--- config.mk ---
export PLATFORM = sky130hd
export DESIGN_NAME = db_ctrl
export DESIGN_NICKNAME = d
export VERILOG_FILES = /design/src/rtl/db_ctrl.sv
export SDC_FILE = /design/constraint.sdc
export NUM_CORES = 1
export LEC_CHECK = 0
export BUFFER_PORTS_ARGS = -buffer_cell sky130_fd_sc_hd__buf_4
export CAP_MARGIN = 20
export CORE_MARGIN = 8
export CORE_UTILIZATION = 55
export CTS_BUF_LIST = sky130_fd_sc_hd__clkbuf_8 sky130_fd_sc_hd__clkbuf_16
export CTS_CLUSTER_DIAMETER = 200
export DETAILED_ROUTE_END_ITERATION = 10
export GPL_TIMING_DRIVEN = 0
export HOLD_SLACK_MARGIN = 0.05
export PLACE_DENSITY = 0.84
export SKIP_CTS_REPAIR_TIMING = 1
export SLEW_MARGIN = 20
export SYNTH_ARGS = -nofsm -noshare
export SYNTH_HDL_FRONTEND = slang
export SYNTH_SLANG_ARGS = --single-unit
--- constraint.sdc ---
create_clock -name clk -period 7.4 [get_ports clk]
set_clock_uncertainty 0.1 [all_clocks]
set_input_delay 0.74 -clock clk [delete_from_list [all_inputs] [get_ports clk]]
set_output_delay 0.74 -clock clk [all_outputs]
set_load 0.01 [all_outputs]
--- src/rtl/db_ctrl.sv ---
// Sequencing/arbitration controller for the 64-byte USB endpoint data buffer.
// Grants single-cycle store/get strobes, tracks occupancy, and records overrun/underrun errors.
module db_ctrl #(
    parameter int DEPTH = 64,
    parameter int OCC_W = $clog2(DEPTH) + 1
) (
    input  logic             clk,
    input  logic             n_rst,
    input  logic             clear,
    input  logic             flush,
    input  logic             rx_packet_start,
    input  logic             rx_packet_done,
    input  logic             rx_error,
    input  logic             store_rx_req,
    input  logic             get_rx_req,
    input  logic             store_tx_req,
    input  logic             tx_packet_start,
    input  logic             tx_packet_done,
    input  logic             get_tx_req,
    output logic             store_rx_data,
    output logic             store_tx_data,
    output logic             get_rx_data,
    output logic             get_tx_data,
    output logic             db_flush,
    output logic [OCC_W-1:0] buffer_occupancy,
    output logic             buff_full,
    output logic             buff_empty,
    output logic             rx_data_ready,
    output logic             overrun_err,
    output logic             underrun_err
);

    typedef enum logic [2:0] {
        IDLE      = 3'd0,
        RX_ACTIVE = 3'd1,
        RX_READY  = 3'd2,
        TX_LOAD   = 3'd3,
        TX_SEND   = 3'd4
    } state_t;

    localparam logic [OCC_W-1:0] OCC_MAX = OCC_W'(DEPTH);

    state_t           state_q, state_d;
    logic [OCC_W-1:0] occ_q, occ_d;
    logic             db_flush_q, db_flush_d;
    logic             overrun_q, overrun_d;
    logic             underrun_q, underrun_d;

    logic             cmd;
    logic             live;
    logic             can_store;
    logic             can_get;
    logic             store_rx_g;
    logic             store_tx_g;
    logic             get_rx_g;
    logic             get_tx_g;
    logic             flush_evt;
    logic [OCC_W-1:0] inc;
    logic [OCC_W-1:0] dec;
    logic [OCC_W-1:0] occ_nxt;
    logic             store_denied;
    logic             get_denied;

    always_comb begin
        cmd        = clear | flush;
        // Grants are held off while reset is asserted and while a host command cancels the cycle.
        live       = n_rst & ~cmd;
        can_store  = (occ_q < OCC_MAX);
        can_get    = (occ_q != '0);
        store_rx_g = 1'b0;
        store_tx_g = 1'b0;
        get_rx_g   = 1'b0;
        get_tx_g   = 1'b0;

        case (state_q)
            IDLE: begin
                if (!rx_packet_start) begin
                    store_tx_g = live & store_tx_req & can_store;
                end
            end
            RX_ACTIVE: store_rx_g = live & store_rx_req & can_store;
            RX_READY:  get_rx_g   = live & get_rx_req & can_get;
            TX_LOAD:   store_tx_g = live & store_tx_req & can_store;
            TX_SEND:   get_tx_g   = live & get_tx_req & can_get;
            default: ;
        endcase

        inc     = {{(OCC_W-1){1'b0}}, store_rx_g | store_tx_g};
        dec     = {{(OCC_W-1){1'b0}}, get_rx_g | get_tx_g};
        occ_nxt = occ_q + inc - dec;

        state_d   = state_q;
        flush_evt = 1'b0;

        case (state_q)
            IDLE: begin
                if (rx_packet_start) begin
                    state_d = RX_ACTIVE;
                end else if (store_tx_g) begin
                    state_d = TX_LOAD;
                end
            end
            RX_ACTIVE: begin
                // An aborted packet discards everything received so far.
                if (rx_error) begin
                    flush_evt = 1'b1;
                    state_d   = IDLE;
                end else if (rx_packet_done) begin
                    state_d = (occ_nxt != '0) ? RX_READY : IDLE;
                end
            end
            RX_READY: begin
                if (occ_nxt == '0) begin
                    state_d = IDLE;
                end
            end
            TX_LOAD: begin
                if (tx_packet_start) begin
                    state_d = TX_SEND;
                end
            end
            TX_SEND: begin
                // Bytes not fetched by the TX engine are dropped with the packet.
                if (tx_packet_done) begin
                    flush_evt = 1'b1;
                    state_d   = IDLE;
                end
            end
            default: state_d = IDLE;
        endcase

        if (cmd) begin
            flush_evt = 1'b1;
            state_d   = IDLE;
        end

        occ_d      = flush_evt ? '0 : occ_nxt;
        db_flush_d = flush_evt;

        store_denied = (store_rx_req & ~store_rx_g) | (store_tx_req & ~store_tx_g);
        get_denied   = (get_rx_req & ~get_rx_g) | (get_tx_req & ~get_tx_g);

        // Requests cancelled by a host command are not counted as errors.
        overrun_d  = overrun_q | (~cmd & store_denied);
        underrun_d = underrun_q | (~cmd & get_denied);
        if (clear) begin
            overrun_d  = 1'b0;
            underrun_d = 1'b0;
        end
    end

    always_ff @(posedge clk or negedge n_rst) begin
        if (!n_rst) begin
            state_q    <= IDLE;
            occ_q      <= '0;
            db_flush_q <= 1'b0;
            overrun_q  <= 1'b0;
            underrun_q <= 1'b0;
        end else begin
            state_q    <= state_d;
            occ_q      <= occ_d;
            db_flush_q <= db_flush_d;
            overrun_q  <= overrun_d;
            underrun_q <= underrun_d;
        end
    end

    assign store_rx_data    = store_rx_g;
    assign store_tx_data    = store_tx_g;
    assign get_rx_data      = get_rx_g;
    assign get_tx_data      = get_tx_g;
    assign db_flush         = db_flush_q;
    assign buffer_occupancy = occ_q;
    assign buff_full        = (occ_q == OCC_MAX);
    assign buff_empty       = (occ_q == '0);
    assign rx_data_ready    = (state_q == RX_READY);
    assign overrun_err      = overrun_q;
    assign underrun_err     = underrun_q;

endmodule

==> reports/qor.txt <==
================================================================================
Die height                                                               59.9 um
Syn_nets                                                                     149
DR vias                                                                      992
Gpl congestion                                                             0.903
Effective utilization at floorplan                                         56.2%
Slowest stage cell on the critical path                                     fa_1
Initial drt markers                                                           16
Flop-to-flop setup slack                                                 3.80 ns
Synthesized area per cell                                               8.40 um2
Die X                                                                    59.9 um
Total Routed Length                                                      2620 um
Pin count of the biggest net entering global routing                          16
Total number of placement rows                                                16
Number of maximum-capacitance constraint violations                            0
Worst hold margin                                                       0.239 ns
Antenna violations before repair                                               0
Post-route minimum period                                                3.62 ns
Share of post-route cells with drive strength above 1                      26.4%
CTS tree                                                                   built
Remaining design rule violation count                                          0
Max VDD drop                                                            0.156 mV
Cells after synthesis                                                        126
CTS sink count                                                                13
Dominant cells by area after synthesis                              dfrtp_1 31%, ha_1 11%, nor2_1 8.2%, inv_1 5.0%, a21oi_1 4.3%
Cell variety after synth                                                      41
CP Cell Sequence                                                    buf_4 -> nor4b_2 -> nand2_1 -> nor3_2 -> nor2_1 -> ha_1 -> inv_1 -> ha_1 -> fa_1 -> a211o_1 -> a31oi_1 -> o21bai_2 -> xnor2_2 -> nor4b_2 -> o21ai_1
Portion of the post-synthesis area used by sequential elements             30.7%
Max Root-Sink Buffers                                                          2
Gr usage total                                                             15.8%
Number of antenna repair diodes                                                0
Power share of the sequential group                                        44.9%
DR WL/cell                                                               14.1 um
Total net switching power                                              0.0426 mW
Terminus of the critical flop-to-flop path                            state_q[1]
Routed Antenna Nets                                                            0
PwrDens                                                               121 nW/um2
Data arrival, critical path                                              3.65 ns
Worst setup path endpoint                                             state_q[1]
Buffer cell driving the clock tree root                                 clkbuf_8
FF-to-FF Start                                                      buffer_occupancy[5]
Largest fanout of any net on the critical path                                15
Logic gate share of total power                                            16.1%
Via count of the first global-routing pass                                   978
Total gr overflow                                                              0
Highest cell delay on the worst timing path                              0.43 ns
Die footprint                                                           3580 um2
Kind of capture point of the worst setup path                               flop
Final-report max-slew violation count                                          0
Clock network fraction of design power                                     39.0%
Setup_tns                                                                   0 ns
Share of async-settable or async-resettable flops after synthesis           100%
FF+latch count, synth                                                         13
Commonest register cell after synthesis                                  dfrtp_1
Length in cells of the worst reg-to-reg path                                  16
Final hold violation count                                                     0
Area fraction of the dominant cell type after synthesis                    30.7%
Crit path launch                                                           n_rst
Path class of the lowest-slack min-delay path                        in -> async
TritonCTS Buffers                                                              3
Type of element launching the critical path                            input pin
Clock slew at reported path FFs                                          0.06 ns
RSZ-0062 raised after global routing                                       false
Wire length of the first global-routing pass                             4340 um
Internal power                                                          0.122 mW
H-tree levels                                                                  1
Post-synthesis cell type with the largest combined area                  dfrtp_1
Detailed placer's ending HPWL                                            2090 um
Pleak                                                                   0.640 nW
Slew Limit Headroom                                                        70.8%
IO Port Bufs                                                                  29
Number of enable flip-flop cells after synthesis                               0
Post-Synthesis Cell Area                                                1060 um2
Total setup violations reported at the end of the flow                         0
Synth warnings                                                                 0
Relative area change from synthesis to final layout                        28.0%
Period Utilization, post-route                                             48.9%
Switching part of the total power                                          25.9%
Measured slew at the worst slew-check pin                               0.434 ns
Data required, critical path                                             7.43 ns
FMAX                                                                   0.276 GHz
Area of the placeable core                                              1880 um2
Count of TritonRoute iterations in the first routing pass                      4
Most used cells in the layout excluding fill and tap cells          30 x buf_4, 23 x nor2_1, 15 x inv_1
Most common cell after layout, fill and taps aside                         buf_4
I/O Pins                                                                      30
Routed vias/inst                                                            5.33
Crit Path Category                                                     in -> reg
Outcome                                                             finished clean
Total number of nets in the final design                                     183
Clk Latency, worst-skew pair                                             0.24 ns
================================================================================
==> stage by stage <==
| stage | utilization, % | total power, mW | std cells | area, um2 | setup slack [ns] |
|---|---|---|---|---|---|
| 3_5_place_dp | 69.6 | 0.101 | 182 | 1310 | 3.52 |
| 6_report | 72.0 | 0.164 | 186 | 1360 | 3.78 |
| 3_3_place_gp | 69.6 | 0.101 | 182 | 1310 | 3.58 |
| 5_1_grt | 72.0 | 0.171 | 186 | 1360 | 3.48 |
| 4_1_cts | 72.0 | 0.164 | 186 | 1360 | 3.76 |
| 2_1_floorplan | - | 0.0879 | 126 | 1060 | 3.85 |
==> power groups by stage <==
| stage | Clock (mW) | Combinational [mW] | Sequential (mW) |
|---|---|---|---|
| 3_5_place_dp | 0 | 0.0264 | 0.0750 |
| 6_report | 0.0641 | 0.0264 | 0.0738 |
| 5_1_grt | 0.0679 | 0.0294 | 0.0739 |
| 2_1_floorplan | 0 | 0.0123 | 0.0756 |
| 4_1_cts | 0.0643 | 0.0264 | 0.0738 |
| 3_3_place_gp | 0 | 0.0259 | 0.0749 |
==> cell families after synthesis <==
logic type	after synthesis	share of synthesized area [%]
mux	2	2.01
xor+xnor	5	4.85
simple gates	54	28.0
fa+ha+maj	10	12.5
buf+inv	17	6.62
flops	13	30.7
compound gates	25	15.2
==> per-layer routing <==
| layer | routed length (um) | global-route usage (%) |
|---|---|---|
| met5 | 0 | 0 |
| met1 | 1160 | 18.9 |
| met3 | 183 | 4.30 |
| met2 | 1260 | 26.5 |
| met4 | 17 | 4.76 |
==> cell usage after synthesis, drive strengths merged (2+ instances only) <==
cell,number
nor2b,3
inv,14
nand4,2
o21ai,5
nand2b,2
nor4,2
nand3b,2
ha,9
a31oi,2
a21oi,9
nor3,4
dfrtp,13
xnor2,5
nor4b,3
nor2,23
buf,3
and2,2
nand2,6
nand3,2
==> registers in the layout, summed over array words and instances (netlist names) <==
name              cells
state_q               3
buffer_occupancy      7
overrun_err           1
underrun_err          1
db_flush              1
==> critical path: cells and delay by family <==
| kind | cells | cell delay (ns) |
|---|---|---|
| buffers and inverters | 2 | 0.25 |
| AOI/OAI and AO/OA | 4 | 0.69 |
| adders and majority gates | 3 | 0.91 |
| and+or+nand+nor | 5 | 0.93 |
| xor gates and xnor gates | 1 | 0.14 |
==> worst min-delay path by stage <==
stage	from	slack (ns)	endpoint
6_report	n_rst	0.24	buffer_occupancy[1]
5_1_grt	n_rst	0.25	overrun_err
4_1_cts	n_rst	0.24	overrun_err
3_5_place_dp	underrun_err	0.39	underrun_err
3_3_place_gp	underrun_err	0.38	underrun_err
2_1_floorplan	n_rst	0.34	buffer_occupancy[0]
==> final cells by class <==
type | instances | area, um2
buffer | 3 | 17.5
clock buffer | 3 | 41.3
clock inverter | 1 | 3.75
fill | 169 | 527
inverter | 14 | 52.6
multi-input combinational | 96 | 663
sequential | 13 | 325
tap | 27 | 33.8
timing repair buffer | 29 | 218
Power figures use the tool's default switching activity.
